$ cat src/rtl/regfile_wb_arbiter.sv
// Round-robin writeback arbiter for ALU/load/muldiv into the RF write port.
// Ports: clk, rst_n, req_valid/ready[3], req_addr[15], req_data[96],
//        rf_we/wa/wd, init_done, last_grant[2]. Zero-fills x1..x31 first.
module regfile_wb_arbiter #(
  parameter bit INIT_CLEAR = 1'b1
) (
  input  logic        clk,
  input  logic        rst_n,
  input  logic [2:0]  req_valid,
  output logic [2:0]  req_ready,
  input  logic [14:0] req_addr,
  input  logic [95:0] req_data,
  output logic        rf_we,
  output logic [4:0]  rf_wa,
  output logic [31:0] rf_wd,
  output logic        init_done,
  output logic [1:0]  last_grant
);

  typedef enum logic {S_INIT, S_RUN} state_t;

  state_t      r_state, w_state_nxt;
  logic [4:0]  r_cnt, w_cnt_nxt;
  logic [1:0]  r_ptr, w_ptr_nxt;
  logic [1:0]  r_lg, w_lg_nxt;
  logic        r_we, w_we_nxt;
  logic [4:0]  r_wa, w_wa_nxt;
  logic [31:0] r_wd, w_wd_nxt;
  logic        r_done, w_done_nxt;

  logic [1:0]  w_ord1, w_ord2;
  logic [1:0]  w_gidx;
  logic        w_hit;
  logic [2:0]  w_ready;
  logic [4:0]  w_sel_addr;
  logic [31:0] w_sel_data;

  // Search order: ptr, ptr+1, ptr+2 (mod 3)
  assign w_ord1 = (r_ptr == 2'd2) ? 2'd0 : r_ptr + 2'd1;
  assign w_ord2 = (r_ptr == 2'd0) ? 2'd2 : r_ptr - 2'd1;

  always_comb begin
    w_hit  = 1'b0;
    w_gidx = 2'd0;
    if (r_state == S_RUN) begin
      if (req_valid[r_ptr]) begin
        w_hit  = 1'b1;
        w_gidx = r_ptr;
      end else if (req_valid[w_ord1]) begin
        w_hit  = 1'b1;
        w_gidx = w_ord1;
      end else if (req_valid[w_ord2]) begin
        w_hit  = 1'b1;
        w_gidx = w_ord2;
      end
    end
  end

  always_comb begin
    w_ready    = 3'b000;
    w_sel_addr = req_addr[4:0];
    w_sel_data = req_data[31:0];
    unique case (w_gidx)
      2'd1: begin
        w_sel_addr = req_addr[9:5];
        w_sel_data = req_data[63:32];
      end
      2'd2: begin
        w_sel_addr = req_addr[14:10];
        w_sel_data = req_data[95:64];
      end
      default: ;
    endcase
    if (w_hit) w_ready[w_gidx] = 1'b1;
  end

  always_comb begin
    w_state_nxt = r_state;
    w_cnt_nxt   = r_cnt;
    w_ptr_nxt   = r_ptr;
    w_lg_nxt    = r_lg;
    w_we_nxt    = 1'b0;
    w_wa_nxt    = r_wa;
    w_wd_nxt    = r_wd;
    w_done_nxt  = r_done;
    unique case (r_state)
      S_INIT: begin
        if (INIT_CLEAR) begin
          w_we_nxt  = 1'b1;
          w_wa_nxt  = r_cnt;
          w_wd_nxt  = 32'd0;
          w_cnt_nxt = r_cnt + 5'd1;
          if (r_cnt == 5'd31) begin
            w_state_nxt = S_RUN;
            w_done_nxt  = 1'b1;
          end
        end else begin
          w_state_nxt = S_RUN;
          w_done_nxt  = 1'b1;
        end
      end
      S_RUN: begin
        if (w_hit) begin
          // x0 writes are accepted but never reach the RF
          w_we_nxt  = (w_sel_addr != 5'd0);
          w_wa_nxt  = w_sel_addr;
          w_wd_nxt  = w_sel_data;
          w_lg_nxt  = w_gidx;
          w_ptr_nxt = (w_gidx == 2'd2) ? 2'd0 : w_gidx + 2'd1;
        end
      end
    endcase
  end

  always_ff @(posedge clk or negedge rst_n) begin
    if (!rst_n) begin
      r_state <= S_INIT;
      r_cnt   <= 5'd1;
      r_ptr   <= 2'd0;
      r_lg    <= 2'd0;
      r_we    <= 1'b0;
      r_wa    <= 5'd0;
      r_wd    <= 32'd0;
      r_done  <= 1'b0;
    end else begin
      r_state <= w_state_nxt;
      r_cnt   <= w_cnt_nxt;
      r_ptr   <= w_ptr_nxt;
      r_lg    <= w_lg_nxt;
      r_we    <= w_we_nxt;
      r_wa    <= w_wa_nxt;
      r_wd    <= w_wd_nxt;
      r_done  <= w_done_nxt;
    end
  end

  assign req_ready  = w_ready;
  assign rf_we      = r_we;
  assign rf_wa      = r_wa;
  assign rf_wd      = r_wd;
  assign init_done  = r_done;
  assign last_grant = r_lg;

endmodule

$ cat config.mk
export PLATFORM = sky130hd
export DESIGN_NAME = regfile_wb_arbiter
export DESIGN_NICKNAME = d
export VERILOG_FILES = /design/src/rtl/regfile_wb_arbiter.sv
export SDC_FILE = /design/constraint.sdc
export NUM_CORES = 1
export LEC_CHECK = 0
export BUFFER_PORTS_ARGS = -buffer_cell sky130_fd_sc_hd__buf_2
export CAP_MARGIN = 20
export CELL_PAD_IN_SITES_DETAIL_PLACEMENT = 1
export CELL_PAD_IN_SITES_GLOBAL_PLACEMENT = 1
export CORE_AREA = 2 2 111 113
export CTS_CLUSTER_DIAMETER = 30
export DETAILED_ROUTE_END_ITERATION = 8
export DIE_AREA = 0 0 113 115
export PLACE_DENSITY_LB_ADDON = 0.05
export RECOVER_POWER = 50
export SYNTH_ARGS = -nofsm -noshare
export SYNTH_HDL_FRONTEND = slang
export SYNTH_SLANG_ARGS = --single-unit
$ cat constraint.sdc
create_clock -name clk -period 6.54 [get_ports clk]
set_clock_uncertainty 0.15 [all_clocks]
set_input_delay 1.962 -clock clk [delete_from_list [all_inputs] [get_ports clk]]
set_output_delay 1.962 -clock clk [all_outputs]
set_load 0.01 [all_outputs]
==> summary.txt, run 1 <==
Syn Inst Count: 301
most common cell in the netlist: dfrtp_1
multi-input logic area: 1470 um^2
initial antenna violation count: 0
WL per Instance: 16.4 um
PortBufs: 159
Placer Congestion: 0.732
crit share post-route: 0.865
Area Overhead vs Synth: 35.3%
Crit Path Class: input port to primary output
Core Rows: 40
vias in the first global route: 2,966
RSZ-0062 raised after global routing: false
number of hold violations in the final report: 0
Least-Margin Pin Slew: 2.75 ns
post-cts sizing count: 0
Die ar.: 13,000 um^2
ratio of cells with drive above 1 in the final layout: 0.376
final max-slew violation count: 50
register area share after synthesis: 0.426
First DRT Iteration DRCs: 121
failing checks: DRC, capacitance limit, slew limit
post-DR vias/cell: 4.83
CTS buffer count: 5
Final Power: 0.00190 W
Fill cells: 1,428
FF/Latch Area: 1230 um^2
DP Area: 3770 um^2
worst path arrival time: 3.54 ns
post-DP HPWL: 7.31 mm
status: finished, violations left
max-cap violations: 1
min cycle time layout: 5.65 ns
total gr overflow: 0
top cells by area, synth: dfrtp_1 (42%), a22oi_1 (9.6%), o2bb2ai_1 (9.1%)
Final setup viols: 0
top cell type's share of synthesized area: 0.417
Cell Chain, Critical Path: buf_2 > mux2i_1 > mux2i_1 > nand2b_1 > o32ai_1 > inv_1 > ha_1 > inv_1 > nor2_1 > buf_2
Syn Area/Cell: 9.56 um^2
Clock Pin Slew Worst Setup and Hold Paths: 0.07 ns
CP peak stage delay: 0.32 ns
leading area contributor after synthesis: dfrtp_1
Initial Util: 0.244
ant diodes: 0
PD cells: 488 nW/um^2
I/O pin count: 160
Post-synth top flop: dfrtp_1
top post-synthesis cells by count: dfrtp_1 (48), nor2_1 (42), a21oi_1 (40)
Post-route DRC: 16
final instance area: 3890 um^2
worst hold path type: flip-flop to flip-flop
Hold Buf Count CTS: 0
postcts setup bufs: 0
Detail Route Antenna Nets: 0
synthesis-stage register bit count: 49
Die H: 115 um
Synth Warn #: 0
global-route wire length before repair: 15.7 mm
Die W: 113 um
Netlist Area Pre-Place: 2880 um^2
EDFF count, synth: 0
root buffer cell: clkbuf_16
Max-slew headroom: -0.830
WP data required: 4.43 ns
count of cell types in the netlist: 38
DR pass1 iterations: 6
Setup TNS: 0 ns
Worst-Skew Late Latency: 0.28 ns
critical path endpoint category: primary output
largest net degree at the start of global routing: 50
Core ar.: 11,800 um^2
Longest Clk Path Bufs: 2
fmax: 177 MHz
total track usage: 0.149
syn_nets: 427
# H-tree levels: 2
family with the most delay on the worst path: buffers and inverters
routed via count: 2,884
peak supply drop: 0.217 mV
WL final: 9.81 mm
ys async rst share: 1.00
TritonCTS clock tree: built
Buf/Inv on CP: 4
P_leak: 1.83 nW
Worst Path Max Fanout: 5
fin nets: 575
crit path launch type: input port
slowest stage cell, crit path: o32ai_1
Clock Sinks: 49
-- flip-flops by register name (all words and copies together) (netlist names) --
register    count
last_grant      2
r_state         1
rf_wa           5
rf_wd          32
init_done       1
r_ptr           2
r_cnt           5
rf_we           1
-- worst paths after layout --
kind                                    from           end  slack [ns]  cells after the start
worst max-delay path            req_valid[0]  req_ready[0]        0.89                     10
worst min-delay path               init_done     init_done        0.32                      1
worst max register to register       r_state         rf_we        2.59                      7
worst min register to register     init_done     init_done        0.32                      1
max in group asynchronous              rst_n     rf_wd[21]        2.18                      2
min in group asynchronous              rst_n     rf_wd[12]        2.49                      2
-- routing by layer --
metal  track usage  wire length, um  vias to the layer above
li1              -                -                     1418
met1         0.199             4390                     1372
met2         0.253             4630                       90
met3        0.0322              725                        4
met4        0.0260               70                        0
met5             0                0                        -
-- per-stage QoR --
step                       util  std cells  hold slack (ns)  setup slack [ns]
after floorplan               -        301            0.310             0.837
after global placement    0.319        589            0.287             0.974
after detailed placement  0.319        589            0.298             0.904
after CTS                 0.332        597            0.322             0.887
after global routing      0.330        597            0.357             0.705
final                     0.330        597            0.318             0.886
-- cell type report --
class | count | share of cell area
Clock inverter | 1 | 0.00193
Clock buffer | 7 | 0.0366
Multi-Input combinational cell | 216 | 0.376
Inverter | 11 | 0.0106
Tap cell | 147 | 0.0472
Sequential cell | 49 | 0.315
Timing Repair Buffer | 166 | 0.212
-- cells by family (layout without fill, tap and decap cells) --
kind of cell	Yosys count	count (layout)	share of synthesized area
compound gates	136	136	0.338
simple gates	59	59	0.0887
flops	49	49	0.426
buf+inv	36	185	0.0652
fa+ha+maj	10	10	0.0435
mux	8	8	0.0296
xor+xnor	3	3	0.00913
-- power by group --
part	leakage [nW]	switching [W]	total [W]	internal, W
Sequential	0.605	0.0000733	0.000508	0.000435
Combinational	1.16	0.000711	0.00113	0.000417
Clock	0.0701	0.000112	0.000265	0.000153
-- cells in the final DEF, fill, tap and decap left out, drive strengths merged, types with 2 or more instances in the layout --
master / Yosys / final
buf: 13 / 150
dfrtp: 48 / 48
nor2: 42 / 42
a21oi: 40 / 40
a22oi: 37 / 37
o2bb2ai: 32 / 32
clkbuf: 12 / 23
o21ai: 11 / 11
inv: 10 / 10
ha: 10 / 10
nand2: 7 / 7
a31oi: 5 / 5
mux2i: 4 / 4
mux2: 4 / 4
xnor2: 3 / 3
a21o: 3 / 3
nand2b: 2 / 2
-- worst register-to-register path, cell delays in order (launching register included) --
cell,delay (ns)
dfrtp_1,0.70
clkinv_1,0.48
o32ai_1,0.69
inv_1,0.19
ha_2,0.80
o21ai_0,0.34
nor4_1,0.34
a31oi_1,0.12
No activity file was read; power rests on OpenSTA's default activity.
==> run 2: changes to the inputs <==
--- a/config.mk
+++ b/config.mk
@@ -9,10 +9,10 @@
 export CAP_MARGIN = 20
 export CELL_PAD_IN_SITES_DETAIL_PLACEMENT = 1
 export CELL_PAD_IN_SITES_GLOBAL_PLACEMENT = 1
-export CORE_AREA = 2 2 111 113
+export CORE_AREA = 2 2 101 103
 export CTS_CLUSTER_DIAMETER = 30
 export DETAILED_ROUTE_END_ITERATION = 8
-export DIE_AREA = 0 0 113 115
+export DIE_AREA = 0 0 103 105
 export PLACE_DENSITY_LB_ADDON = 0.05
 export RECOVER_POWER = 50
 export SYNTH_ARGS = -nofsm -noshare
==> run 2 against run 1 <==
Net effect: the run ends with capacitance limit, slew limit left; global-route usage increased by 2.7 points; die area shrank 17%; final cell count shrank 2.5%; worst setup slack got worse by 0.044 ns; routed wire length shrank 2.2%; critical path type unchanged; largest cell class unchanged; largest power group unchanged.
==> summary.txt, run 2 (synthesized netlist as in run 1, its figures left out) <==
DR pass1 iterations: 4 (-2)
Setup TNS: 0 ns (unchanged)
routed via count: 2,885 (+0.035%)
final instance area: 3830 um^2 (-1.5%)
worst reg2reg setup slack: 2.36 ns (-0.23 ns)
most common cell after layout, fill and taps aside: buf_2
Die W: 103 um (-8.8%)
vias in the first global route: 2,974 (+0.27%)
Post-route DRC: 0 (-16)
Detail Route Antenna Nets: 0 (unchanged)
TritonCTS clock tree: built
PortBufs: 159 (unchanged)
Worst-Skew Late Latency: 0.30 ns (+0.02 ns)
initial antenna violation count: 0 (unchanged)
Core Rows: 36 (-10%)
post-DR vias/cell: 4.96 (+2.6%)
Final Power: 0.00185 W (-2.6%)
Crit Path Class: input port to primary output
Clock Sinks: 49 (unchanged)
max-cap violations: 1 (unchanged)
hold path start: init_done
hold path endpoint: init_done
Worst Path Max Fanout: 5 (unchanged)
root buffer cell: clkbuf_8
Final setup viols: 0 (unchanged)
fin nets: 574 (-0.17%)
PD cells: 483 nW/um^2 (-1.1%)
Initial Util: 0.299 (+0.0549)
status: finished, violations left
ant diodes: 0 (unchanged)
Core ar.: 9640 um^2 (-18%)
First DRT Iteration DRCs: 100 (-17%)
peak supply drop: 0.159 mV (-27%)
P_leak: 1.81 nW (-1.1%)
post-DP HPWL: 7.20 mm (-1.4%)
ratio of cells with drive above 1 in the final layout: 0.376 (+0.000836)
WP data required: 4.43 ns (about the same)
RSZ-0062 raised after global routing: false
Clock Pin Slew Worst Setup and Hold Paths: 0.10 ns (+0.03 ns)
Longest Clk Path Bufs: 2 (unchanged)
total gr overflow: 0 (unchanged)
Die H: 105 um (-8.7%)
RR Endpoint: rf_we
Least-Margin Pin Slew: 2.60 ns (-0.149 ns)
fmax: 175 MHz (-0.78%)
critical path endpoint category: primary output
failing checks: capacitance limit, slew limit
Max-slew headroom: -0.730 (+0.0996)
post-cts sizing count: 0 (unchanged)
FF-to-FF path depth: 7 (unchanged)
number of hold violations in the final report: 0 (unchanged)
I/O pin count: 160 (unchanged)
final max-slew violation count: 50 (unchanged)
crit path launch type: input port
DP Area: 3740 um^2 (-0.66%)
commonest cells after routing, fill and taps aside: buf_2 (144), dfrtp_1 (48), nor2_1 (42), a21oi_1 (40), a22oi_1 (37)
Hold Buf Count CTS: 0 (unchanged)
postcts setup bufs: 0 (unchanged)
Area Overhead vs Synth: 33.2%
worst hold path type: flip-flop to flip-flop
# H-tree levels: 2 (unchanged)
largest net degree at the start of global routing: 50 (unchanged)
R2R Path Start: r_state
worst hold path depth: 1 (unchanged)
WL final: 9.59 mm (-2.2%)
worst path arrival time: 3.59 ns (+0.05 ns)
WL per Instance: 16.5 um (+0.33%)
global-route wire length before repair: 15.3 mm (-2.4%)
Placer Congestion: 0.819 (+12%)
CTS buffer count: 5 (unchanged)
min cycle time layout: 5.70 ns (+0.0443 ns)
crit share post-route: 0.871 (+0.00677)
Die ar.: 10,800 um^2 (-17%)
max reg flops: 32 (unchanged)
total track usage: 0.176 (+0.0268)
==> run 2: cell count changes in the layout (fill, tap and decap cells not counted), sizes merged <==
cell,previous run,this run
buf,150,149
clkbuf,23,21
bufinv,0,1
clkinv,1,2
==> run 2: layer usage <==
| metal | part of all wire | vias to the layer above | global-route usage | routed length [um] |
|---|---|---|---|---|
| li1 | - | 1411 | - | - |
| met1 | 0.45 | 1379 | 0.234 | 4290 |
| met2 | 0.49 | 93 | 0.297 | 4660 |
| met3 | 0.064 | 2 | 0.0341 | 612 |
| met4 | 0.0026 | 0 | 0.0310 | 25 |
| met5 | 0 | - | 0 | 0 |
==> run 2: worst max-delay path by stage <==
stage / from / endpoint / slack (ns) / cells past startpoint
6_report: req_valid[0] / req_ready[2] / 0.84 / 10
3_5_place_dp: req_valid[1] / req_ready[2] / 0.86 / 7
3_3_place_gp: req_valid[1] / req_ready[0] / 0.89 / 7
4_1_cts: req_valid[1] / req_ready[2] / 0.85 / 7
2_1_floorplan: req_valid[2] / req_ready[1] / 0.84 / 9
5_1_grt: req_valid[2] / req_ready[2] / 0.68 / 10
==> run 2: worst max-delay path: stages <==
cell      delay [ns]
buf_2           0.13
mux2i_1         0.13
mux2i_1         0.13
nand2b_1        0.17
o32ai_1         0.37
inv_1           0.19
ha_2            0.24
inv_1           0.05
nor2_1          0.04
buf_2           0.17
==> run 2: power breakdown <==
| part | switching [W] | internal (W) | total, W |
|---|---|---|---|
| sequential | 0.0000781 | 0.000434 | 0.000512 |
| clock | 0.000106 | 0.000115 | 0.000220 |
| combinational | 0.000706 | 0.000413 | 0.00112 |
| total | 0.000890 | 0.000962 | 0.00185 |
==> run 2: cell type report <==
class	count	area (um^2)
clock inverter	3	46.3
sequential	49	1230
inverter	11	41.3
timing repair buffer	165	818
fill	1213	5800
clock buffer	5	68.8
multi-input combinational	216	1470
tap	133	166
==> run 2: metrics by stage <==
stage / hold WS (ns) / util / std cells / worst slack (ns)
after floorplan: 0.310 / - / 301 / 0.837
after global placement: 0.287 / 0.388 / 574 / 0.890
after detailed placement: 0.297 / 0.388 / 574 / 0.858
after CTS: 0.324 / 0.400 / 582 / 0.852
after global routing: 0.348 / 0.398 / 582 / 0.681
final: 0.316 / 0.398 / 582 / 0.842
